--- src/rtl/ssd_scan_driver.sv ---
// Binary-to-BCD (double-dabble) converter with a display register and a
// time-multiplexed 4-digit common-anode seven-segment scan.
module ssd_scan_driver #(
  parameter int REFRESH_DIV = 100000,
  parameter bit BLANK_LZ    = 1'b1
) (
  input  logic        clk,
  input  logic        rst,
  input  logic [12:0] value,
  output logic [3:0]  anode,
  output logic [6:0]  cathode,
  output logic        busy,
  output logic        done
);

  localparam int CW = (REFRESH_DIV > 1) ? $clog2(REFRESH_DIV) : 1;

  typedef enum logic [1:0] {IDLE, CONV, LOAD} state_t;

  state_t         state, state_nxt;
  logic [12:0]    last_value;
  logic [28:0]    shreg;
  logic [28:0]    shreg_adj;
  logic [3:0]     iter;
  logic [15:0]    disp_bcd;
  logic [CW-1:0]  refresh_cnt;
  logic [1:0]     digit_sel;
  logic [3:0]     nibble;
  logic [15:0]    upper;
  logic           blank;

  function automatic logic [15:0] add3(input logic [15:0] bcd);
    logic [15:0] r;
    r = bcd;
    for (int i = 0; i < 4; i++)
      if (bcd[4*i +: 4] >= 4'd5) r[4*i +: 4] = bcd[4*i +: 4] + 4'd3;
    return r;
  endfunction

  always_ff @(posedge clk) begin
    if (rst) state <= IDLE;
    else     state <= state_nxt;
  end

  always_comb begin
    state_nxt = state;
    case (state)
      IDLE:    if (value != last_value) state_nxt = CONV;
      CONV:    if (iter == 4'd12) state_nxt = LOAD;
      LOAD:    state_nxt = IDLE;
      default: state_nxt = IDLE;
    endcase
  end

  always_comb begin
    busy = (state != IDLE);
  end

  // Add-3 correction and shift happen in the same cycle.
  always_comb begin
    shreg_adj = {add3(shreg[28:13]), shreg[12:0]};
  end

  always_ff @(posedge clk) begin
    if (rst) begin
      last_value <= '0;
      shreg      <= '0;
      iter       <= '0;
      disp_bcd   <= '0;
      done       <= 1'b0;
    end else begin
      done <= 1'b0;
      case (state)
        IDLE: begin
          if (value != last_value) begin
            shreg      <= {16'b0, value};
            last_value <= value;
            iter       <= '0;
          end
        end
        CONV: begin
          shreg <= {shreg_adj[27:0], 1'b0};
          iter  <= iter + 4'd1;
        end
        LOAD: begin
          disp_bcd <= shreg[28:13];
          done     <= 1'b1;
        end
        default: ;
      endcase
    end
  end

  always_ff @(posedge clk) begin
    if (rst) begin
      refresh_cnt <= '0;
      digit_sel   <= '0;
    end else if (refresh_cnt == CW'(REFRESH_DIV - 1)) begin
      refresh_cnt <= '0;
      digit_sel   <= digit_sel + 2'd1;
    end else begin
      refresh_cnt <= refresh_cnt + CW'(1);
    end
  end

  // A digit is a leading zero when it and every higher digit are zero.
  always_comb begin
    anode  = ~(4'b0001 << digit_sel);
    nibble = disp_bcd[{digit_sel, 2'b00} +: 4];
    upper  = disp_bcd >> {digit_sel, 2'b00};
    blank  = BLANK_LZ && (digit_sel != 2'd0) && (upper == 16'd0);
    case (nibble)
      4'd0:    cathode = 7'b1000000;
      4'd1:    cathode = 7'b1111001;
      4'd2:    cathode = 7'b0100100;
      4'd3:    cathode = 7'b0110000;
      4'd4:    cathode = 7'b0011001;
      4'd5:    cathode = 7'b0010010;
      4'd6:    cathode = 7'b0000010;
      4'd7:    cathode = 7'b1111000;
      4'd8:    cathode = 7'b0000000;
      4'd9:    cathode = 7'b0010000;
      default: cathode = 7'b1111111;
    endcase
    if (blank) cathode = 7'b1111111;
  end

endmodule

--- config.mk ---
export PLATFORM = sky130hd
export DESIGN_NAME = ssd_scan_driver
export DESIGN_NICKNAME = d
export VERILOG_FILES = /design/src/rtl/ssd_scan_driver.sv
export SDC_FILE = /design/constraint.sdc
export NUM_CORES = 1
export LEC_CHECK = 0
export CAP_MARGIN = 20
export CORE_MARGIN = 1
export CORE_UTILIZATION = 40
export CTS_CLUSTER_DIAMETER = 150
export DETAILED_ROUTE_END_ITERATION = 7
export GPL_TIMING_DRIVEN = 1
export PLACE_DENSITY = 0.62
export SYNTH_ARGS = -nofsm -noshare
export SYNTH_HDL_FRONTEND = slang
export SYNTH_SLANG_ARGS = --single-unit
--- constraint.sdc ---
create_clock -name clk -period 3.9 [get_ports clk]
set_input_delay 0.78 -clock clk [delete_from_list [all_inputs] [get_ports clk]]
set_output_delay 0.78 -clock clk [all_outputs]
set_load 0.05 [all_outputs]
==> reports/qor.csv, run 1 <==
metric,value,unit
chip width,105,um
Crit path required time,3.12,ns
Worst Skew,0.0153,ns
Ant. Diodes,0,
Mean Syn Cell Area,8.73,um^2
Reg2Reg Depth,6,
Crit Path Max Fanout,8,
outcome,finished clean,
main combinational cell family by area after synthesis,compound AO/OA/AOI/OAI gates,
post-synthesis mux area share,0.0259,
"Net Count, Synth",522,
Peak VDD IR,127,uV
"count leader, synth",dfxtp_1,
Startpoint Class,flop,
register area,1680,um^2
Crit Reg-Reg Endpoint,shreg[2],
1st-iter DRT viols,178,
Synth area leader,dfxtp_1,
CTS tree,built,
Final Instance Area,4830,um^2
final slew viol count,0,
GRT Resource Usage Total,0.177,
Clock Tree Root,clkbuf_8,
worst-margin pin slew,1.04,ns
Syn-to-layout area delta,13.8,%
multi-input logic area,2330,um^2
Worst R2R Start,last_value[0],
post-synthesis adder-cell area fraction,0.0589,
CTS Buf Count,9,
"Clk Latency, worst-skew pair",0.36,ns
RSZ-0062 raised after global routing,false,
Vias per Instance,5.22,
layout cells sized above 1,0.110,
Final Util,0.468,
type of the most critical hold path,reg -> reg,
first-pass GRT wire length,15.7,mm
Tcrit/Tclk final,0.949,
# hold bufs at CTS,0,
max_slew headroom,0.307,
R2R setup slack,1.88,ns
Hold Fails Final Rpt,0,
crit path launch,digit_sel[0],
RD Place Congestion,0.775,
Synth area leaders,"dfxtp_1, ha_1, a21oi_1",
Final setup viols,0,
fin crit period,3.70,ns
Critical Path End,cathode[5],
initial core utilization,0.412,
port buffer count,27,
Post-Place Cells,626,
1st-pass router iterations,4,
H-tree Lvls,3,
hpwl dp,6.27,mm
fillers,994,
Worst Path Arrival,2.92,ns
leakage power,1.74,nW
Tot Pwr,1.59,mW
"EDFF count, synth",0,
Yosys reg bits,84,
library cells used by synthesis,42,
Die Height,105,um
drt total wl,9.05,mm
Post-Synth Simple-Gate Area,0.190,
setup TNS,0,ns
register area share after synthesis,0.396,
Cells after Synth,487,
Synth Area in Compound Gates,0.194,
Yosys top cell area share,0.396,
final net count,537,
GR Overflow Total,0,
DR WL/cell,14.1,um
post-synthesis async set-or-reset flop share,0,
vias,3356,
Max Buffers Root-to-Sink,2,
PD cells,328,nW/um^2
final cell count without fillers,643,
Worst setup EP type,output pin,
top_reg_cell synth,dfxtp_1,
Post-route DRC,0,
Sink Count,84,
Core ar.,10300,um^2
xor/xnor share of the synthesized area,0.0783,
Synth Cell Area,4250,um^2
Routed Antenna Nets,0,
Max Fclk,270,MHz
Synth top cells by count,"dfxtp_1, nor2_1, a21oi_1, nand2_1, inv_1",
vias in the first global route,3251,
area of placed instances,4640,um^2
Synth Warn #,0,
die area,11000,um^2
row cnt,37,
max_cap viols,0,
largest net degree at the start of global routing,45,
Worst-path clk slew,0.09,ns
initial antenna violation count,0,
IO Pins,28,
kind of critical path,reg -> out,
-- worst max-delay path, cell delays in order (launching register included) --
cell	delay [ns]
dfxtp_2	0.46
mux4_2	0.60
inv_1	0.13
ha_1	0.15
inv_1	0.04
or4_1	0.46
a211o_1	0.36
o21ai_0	0.19
buf_12	0.19
-- per-layer routing --
| metal | up-vias | wire, um | GRT usage | share of wire |
|---|---|---|---|---|
| li1 | 1713 | - | - | - |
| met1 | 1577 | 4580 | 0.249 | 0.51 |
| met2 | 58 | 4020 | 0.268 | 0.44 |
| met3 | 8 | 351 | 0.0337 | 0.039 |
| met4 | 0 | 94 | 0.0674 | 0.010 |
| met5 | - | 0 | 0 | 0 |
-- through the flow --
| stage | worst slack [ns] | hold slack (ns) |
|---|---|---|
| 6_report | 0.200 | 0.447 |
| 2_1_floorplan | 0.421 | 0.412 |
| 3_3_place_gp | 0.519 | 0.423 |
| 4_1_cts | 0.00327 | 0.449 |
| 3_5_place_dp | 0.396 | 0.437 |
| 5_1_grt | 0.0112 | 0.497 |
-- what timing repair did --
item | in CTS | in global routing
setup endpoints to repair | 0 | 7
buffers inserted | 0 | 0
resized for setup | 0 | 1
-- registers in the layout (all words and copies together), names as in the netlist --
name and cells:
shreg 29, refresh_cnt 17, disp_bcd 16, last_value 13, iter 4, digit_sel 2
state 2, done 1
-- cells by family (layout without fill, tap and decap cells) --
family / Yosys count / in the layout
buffers and inverters: 55 / 75
multiplexers: 6 / 6
adder cells (fa/ha/maj): 20 / 20
AND/OR/NAND/NOR: 174 / 174
flip-flops: 84 / 84
XOR/XNOR: 38 / 38
AO/OA/AOI/OAI: 110 / 110
-- layout make-up --
| type | instances | share of cell area |
|---|---|---|
| Sequential cell | 84 | 0.348 |
| Clock inverter | 5 | 0.00569 |
| Tap cell | 136 | 0.0352 |
| Multi-Input combinational cell | 348 | 0.481 |
| Clock buffer | 11 | 0.0292 |
| Timing Repair Buffer | 32 | 0.0797 |
| Inverter | 27 | 0.0210 |
-- cell usage in the layout, fill, tap and decap left out, types with 3 or more instances in the layout --
cell,count
o221a_1,10
and3_1,6
mux4_2,4
nor2_1,62
o21ai_0,23
nand2b_1,9
a31oi_1,4
clkdlybuf4s50_1,19
dfxtp_1,83
nand3_1,15
a211oi_2,5
buf_12,8
nor4_1,6
o32ai_2,11
a21oi_1,49
clkinv_2,4
inv_1,27
ha_1,20
nand2_1,49
nor3b_1,3
nand4_1,8
nor3_1,4
buf_4,4
clkbuf_8,10
xor2_1,25
xnor2_1,13
-- where the power goes --
part | switching [mW] | total [mW] | internal [mW] | leakage, nW
Clock | 0.312 | 0.557 | 0.245 | 0.0889
Combinational | 0.0756 | 0.129 | 0.0530 | 0.967
Sequential | 0.0173 | 0.900 | 0.882 | 0.685
-- worst min-delay path by stage --
stage | startpoint | endpoint | slack, ns | cells after the start
2_1_floorplan | refresh_cnt[0] | refresh_cnt[0] | 0.41 | 1
3_3_place_gp | refresh_cnt[0] | refresh_cnt[0] | 0.42 | 1
3_5_place_dp | refresh_cnt[0] | refresh_cnt[0] | 0.44 | 1
4_1_cts | refresh_cnt[0] | refresh_cnt[0] | 0.45 | 1
5_1_grt | refresh_cnt[0] | refresh_cnt[0] | 0.50 | 1
6_report | refresh_cnt[0] | refresh_cnt[0] | 0.45 | 1
(Power assumes the default switching activity.)
==> inputs of run 2 (changes only) <==
--- a/config.mk
+++ b/config.mk
@@ -6,7 +6,7 @@
 export NUM_CORES = 1
 export LEC_CHECK = 0
 export CAP_MARGIN = 20
-export CORE_MARGIN = 1
+export CORE_MARGIN = 2
 export CORE_UTILIZATION = 40
 export CTS_CLUSTER_DIAMETER = 150
 export DETAILED_ROUTE_END_ITERATION = 7
==> run 2 against run 1 <==
Against the previous run:
- clock power increased by 14%
- via count decreased by 0.57%
- hold slack about the same
- count of clock-buffer cells in the layout increased by 4
- sequential power about the same
- die area increased by 3.8%
- first-iteration DRC count increased by 6.2%
- final area increased by 0.72%
- utilization increased by 0.34 points
- critical endpoint unchanged
- largest cell class unchanged
==> reports/qor.csv, run 2 (same netlist as run 1, synthesis figures left out) <==
metric,value,unit,change
largest net degree at the start of global routing,40,,was 45
Regs by FF count,"shreg (29), refresh_cnt (17), disp_bcd (16)",,unchanged
PD cells,342,nW/um^2,was 328 nW/um^2
kind of critical path,reg -> out,,unchanged
Crit path required time,3.12,ns,about the same
row cnt,37,,unchanged
fin crit period,3.68,ns,was 3.70 ns
layout cells sized above 1,0.105,,was 0.110
chip width,107,um,was 105 um
1st-iter DRT viols,189,,was 178
Hold Fails Final Rpt,0,,unchanged
most frequent cells in the layout,"dfxtp_1, nor2_1, nand2_1, a21oi_1, inv_1",,unchanged
initial antenna violation count,0,,unchanged
final slew viol count,0,,unchanged
max_slew headroom,0.291,,was 0.307
Worst path max stage delay,0.59,ns,was 0.60 ns
vias,3337,,was 3356
Worst path most repeated cell,inv_1,,unchanged
Crit Path Max Fanout,8,,unchanged
first-pass GRT wire length,14.9,mm,was 15.7 mm
worst path bufs/invs,3,,unchanged
GR Overflow Total,0,,unchanged
Largest register FFs,29,,unchanged
final cell count without fillers,643,,unchanged
Peak VDD IR,152,uV,was 127 uV
RD Place Congestion,0.763,,was 0.775
Worst Skew,0.0105,ns,was 0.0153 ns
Ant. Diodes,0,,unchanged
register with the most flip-flops,shreg,,unchanged
Post-Place Cells,626,,unchanged
hpwl dp,6.09,mm,was 6.27 mm
Post-route DRC,0,,unchanged
Routed Antenna Nets,0,,unchanged
Startpoint Class,flop,,unchanged
Core ar.,10300,um^2,unchanged
"most common cell after layout, fill and taps aside",dfxtp_1,,unchanged
Worst Path Arrival,2.90,ns,was 2.92 ns
1st-pass router iterations,5,,was 4
H-tree Lvls,3,,unchanged
Sink Count,84,,unchanged
Tcrit/Tclk final,0.944,,was 0.949
CTS Buf Count,9,,unchanged
CP top delay family,multiplexers,,unchanged
outcome,finished clean,,unchanged
"Clk Latency, worst-skew pair",0.36,ns,about the same
worst-margin pin slew,1.06,ns,was 1.04 ns
initial core utilization,0.412,,unchanged
"Slowest-stage cell, CP",mux4_2,,unchanged
vias in the first global route,3091,,was 3251
CP cell instances,mux4_2 > inv_1 > ha_1 > inv_1 > or4_1 > a211o_1 > o21ai_0 > buf_12,,unchanged
IO Pins,28,,unchanged
Final WS setup,0.218,ns,was 0.200 ns
drt total wl,8.78,mm,was 9.05 mm
type of the most critical hold path,reg -> reg,,unchanged
Vias per Instance,5.19,,was 5.22
final net count,537,,unchanged
DR WL/cell,13.7,um,was 14.1 um
leakage power,1.75,nW,was 1.74 nW
port buffer count,27,,unchanged
Worst-path clk slew,0.07,ns,was 0.09 ns
die area,11500,um^2,was 11000 um^2
Syn-to-layout area delta,14.6,%,was 13.8%
CTS tree,built,,unchanged
max_cap viols,0,,unchanged
Reg2Reg Depth,6,,unchanged
RSZ-0062 raised after global routing,false,,unchanged
Worst setup EP type,output pin,,unchanged
hold path depth,1,,unchanged
pre-CTS worst setup slack,0.444,ns,was 0.396 ns
setup TNS,0,ns,unchanged
Clock Tree Root,clkbuf_8,,unchanged
# hold bufs at CTS,0,,unchanged
Max Fclk,272,MHz,was 270 MHz
Worst path depth,8,,unchanged
Die Height,107,um,was 105 um
Final setup viols,0,,unchanged
fillers,983,,was 994
Max Buffers Root-to-Sink,2,,unchanged
GRT Resource Usage Total,0.163,,was 0.177
-- run 2: changes by cell type in the layout (fill, tap and decap cells not counted), sizes merged --
cell      change
clkbuf        +4
clkinvlp      -1
clkinv        -4
bufinv        +1
-- run 2: worst register-to-register path: cells and delay by family (launching register included) --
family / cells / cell delay (ns)
xor gates and xnor gates: 1 / 0.15
buffers and inverters: 1 / 0.21
and+or+nand+nor: 2 / 0.87
DFF: 1 / 0.32
AOI/OAI and AO/OA: 2 / 0.42
-- run 2: power breakdown --
part / internal, mW / switching [mW] / leakage [nW] / total (mW)
registers: 0.882 / 0.0176 / 0.685 / 0.900
clock network: 0.333 / 0.303 / 0.0979 / 0.636
logic: 0.0531 / 0.0742 / 0.971 / 0.127
-- run 2: final cells by class --
cell class | count | area [um^2] | area share
repair buffers | 32 | 393 | 0.0807
flip-flops and latches | 84 | 1680 | 0.346
clock buffers | 15 | 166 | 0.0342
well taps | 136 | 170 | 0.0349
clock inverters | 1 | 30.0 | 0.00617
multi-input cells | 348 | 2330 | 0.478
inverters | 27 | 101 | 0.0208
-- run 2: per-stage QoR --
stage | area (um^2) | power [mW] | hold WS, ns | util
floorplan | 4250 | 1.00 | 0.412 | -
CTS | 4840 | 1.68 | 0.451 | 0.469
global placement | 4640 | 1.04 | 0.424 | 0.450
detailed placement | 4640 | 1.05 | 0.440 | 0.450
global route | 4870 | 1.73 | 0.485 | 0.472
finish | 4870 | 1.66 | 0.448 | 0.472
-- run 2: repair_timing --
action / in CTS / in global routing
gates resized for setup: 0 / 1
endpoints found under the setup margin: 0 / 7
setup buffers: 0 / 0
-- run 2: path summary, 6_finish.rpt --
check | from | to | slack [ns]
max | digit_sel[0] | cathode[5] | 0.22
min | refresh_cnt[0] | refresh_cnt[0] | 0.45
max reg2reg | last_value[2] | shreg[11] | 1.81
min reg2reg | refresh_cnt[0] | refresh_cnt[0] | 0.45
-- run 2: metal layers --
| metal | vias up | track usage | share of wire |
|---|---|---|---|
| li1 | 1721 | - | - |
| met5 | - | 0 | 0 |
| met4 | 0 | 0.0686 | 0.019 |
| met3 | 14 | 0.0340 | 0.038 |
| met2 | 52 | 0.236 | 0.43 |
| met1 | 1550 | 0.233 | 0.52 |
==> inputs of run 3 (changes only) <==
--- a/config.mk
+++ b/config.mk
@@ -7,11 +7,12 @@
 export LEC_CHECK = 0
 export CAP_MARGIN = 20
 export CORE_MARGIN = 2
-export CORE_UTILIZATION = 40
+export CORE_UTILIZATION = 55
 export CTS_CLUSTER_DIAMETER = 150
 export DETAILED_ROUTE_END_ITERATION = 7
 export GPL_TIMING_DRIVEN = 1
-export PLACE_DENSITY = 0.62
+export HOLD_SLACK_MARGIN = 0.03
+export PLACE_DENSITY = 0.79
 export SYNTH_ARGS = -nofsm -noshare
 export SYNTH_HDL_FRONTEND = slang
 export SYNTH_SLANG_ARGS = --single-unit
==> run 3 against run 2 <==
Against the previous run:
- critical path depth is the same
- via count grew 1.9%
- hold slack gained 0.0019 ns
- first-iteration DRC count shrank 2.1%
- global-route usage grew 5.5 points
- count of clock-buffer cells in the layout shrank 6
- clock skew shrank 0.0013 ns
- largest power group unchanged
- highest routed layer unchanged
==> reports/qor.csv, run 3 (same netlist as run 1, synthesis figures left out) <==
metric,value,unit,change
initial antenna violation count,0,,unchanged
GRT Resource Usage Total,0.218,,was 0.163
1st-iter DRT viols,185,,was 189
CP top delay family,multiplexers,,unchanged
port buffer count,27,,unchanged
Worst-path clk slew,0.08,ns,was 0.07 ns
hold path depth,1,,unchanged
chip width,91.9,um,was 107 um
Worst Skew,0.00921,ns,was 0.0105 ns
Ant. Diodes,0,,unchanged
Worst path max stage delay,0.60,ns,was 0.59 ns
type of the most critical hold path,reg -> reg,,unchanged
postcts setup bufs,0,,unchanged
kind of critical path,reg -> out,,unchanged
IO Pins,28,,unchanged
Clock Tree Root,clkbuf_8,,unchanged
DR WL/cell,14.7,um,was 13.7 um
max_cap viols,0,,unchanged
drt total wl,8.93,mm,was 8.78 mm
vias in the first global route,3210,,was 3091
Hold Fails Final Rpt,0,,unchanged
CTS Buf Count,9,,unchanged
Startpoint Class,flop,,unchanged
CP cell instances,mux4_2 > inv_1 > ha_1 > inv_1 > or4_1 > a211o_1 > o21ai_0 > buf_12,,unchanged
layout cells sized above 1,0.107,,was 0.105
Worst Path Arrival,2.95,ns,was 2.90 ns
GR Overflow Total,0,,unchanged
Worst path depth,8,,unchanged
RD Place Congestion,0.832,,was 0.763
RSZ-0062 raised after global routing,false,,unchanged
CTS tree,built,,unchanged
register with the most flip-flops,shreg,,unchanged
"most common cell after layout, fill and taps aside",dfxtp_1,,unchanged
Peak VDD IR,209,uV,was 152 uV
outcome,finished clean,,unchanged
initial core utilization,0.559,,was 0.412
Max Buffers Root-to-Sink,2,,unchanged
Reg2Reg Depth,6,,unchanged
row cnt,32,,was 37
final cell count without fillers,606,,was 643
metal3 WL,344,um,was 334 um
1st-pass router iterations,4,,was 5
Post-route DRC,0,,unchanged
"Slowest-stage cell, CP",mux4_2,,unchanged
Vias per Instance,5.61,,was 5.19
highest routed metal layer,met4,,unchanged
vias,3402,,was 3337
Tot Pwr,1.62,mW,was 1.66 mW
PD cells,336,nW/um^2,was 342 nW/um^2
Max Fclk,268,MHz,was 272 MHz
fin crit period,3.73,ns,was 3.68 ns
Crit Path Max Fanout,8,,unchanged
largest net degree at the start of global routing,45,,was 40
Routed Antenna Nets,0,,unchanged
Crit path required time,3.12,ns,about the same
first-pass GRT wire length,15.0,mm,was 14.9 mm
Worst path most repeated cell,inv_1,,unchanged
R2R setup slack,1.81,ns,about the same
Tcrit/Tclk final,0.956,,was 0.944
Final setup viols,0,,unchanged
leakage power,1.74,nW,was 1.75 nW
Syn-to-layout area delta,13.0,%,was 14.6%
Hold Slack,0.449,ns,was 0.448 ns
H-tree Lvls,3,,unchanged
Post-Place Cells,591,,was 626
Regs by FF count,"shreg (29), refresh_cnt (17), disp_bcd (16)",,unchanged
worst-margin pin slew,0.952,ns,was 1.06 ns
Die Height,91.9,um,was 107 um
Final Instance Area,4800,um^2,was 4870 um^2
WL met1,4.30,mm,was 4.54 mm
worst path bufs/invs,3,,unchanged
area of placed instances,4590,um^2,was 4640 um^2
final net count,536,,was 537
hpwl dp,6.26,mm,was 6.09 mm
Sink Count,84,,unchanged
final slew viol count,0,,unchanged
met2 routed WL,4.17,mm,was 3.75 mm
Largest register FFs,29,,unchanged
die area,8440,um^2,was 11500 um^2
most frequent cells in the layout,"dfxtp_1, nor2_1, nand2_1, a21oi_1, inv_1",,unchanged
Core ar.,7610,um^2,was 10300 um^2
max_slew headroom,0.364,,was 0.291
"Clk Latency, worst-skew pair",0.36,ns,about the same
setup TNS,0,ns,unchanged
Worst setup EP type,output pin,,unchanged
-- run 3: changes by cell type in the layout (fill, tap and decap cells not counted), sizes merged --
cell,previous run,this run
clkbuf,15,9
buf,13,12
clkinvlp,0,2
clkinv,0,2
-- run 3: worst register-to-register path: cells and delay by family (launching register included) --
family / cells / cell delay [ns]
and+or+nand+nor: 2 / 0.91
DFF: 1 / 0.32
AOI/OAI and AO/OA: 2 / 0.40
xor gates and xnor gates: 1 / 0.15
buffers and inverters: 1 / 0.22
-- run 3: worst paths after layout --
kind,start,end
max,digit_sel[0],cathode[6]
min,refresh_cnt[0],refresh_cnt[0]
max reg2reg,last_value[2],shreg[15]
min reg2reg,refresh_cnt[0],refresh_cnt[0]
-- run 3: final cells by class --
| cell class | instances | area [um^2] |
|---|---|---|
| clock buffer | 9 | 124 |
| clock inverter | 5 | 55.1 |
| fill | 628 | 2810 |
| inverter | 27 | 101 |
| multi-input combinational | 348 | 2330 |
| sequential | 84 | 1680 |
| tap | 102 | 128 |
| timing repair buffer | 31 | 385 |
-- run 3: timing repair --
item / CTS / global route
resized for setup: 0 / 1
hold buffers: 0 / 0
endpoints found under the setup margin: 0 / 7
-- run 3: through the flow --
step,setup slack (ns),util
global route,0.0154,0.631
finish,0.173,0.631
floorplan,0.421,-
detailed placement,0.406,0.604
global placement,0.535,0.604
CTS,0.00937,0.627
-- run 3: where the power goes --
part	switching [mW]	internal [mW]	leakage (nW)	total, mW
Sequential	0.0177	0.882	0.685	0.900
Combinational	0.0746	0.0526	0.966	0.127
Clock	0.302	0.286	0.0870	0.588
-- run 3: per-layer routing --
metal | track usage | vias up
met5 | 0 | -
li1 | - | 1712
met3 | 0.0419 | 15
met4 | 0.0709 | 0
met1 | 0.292 | 1611
met2 | 0.356 | 64
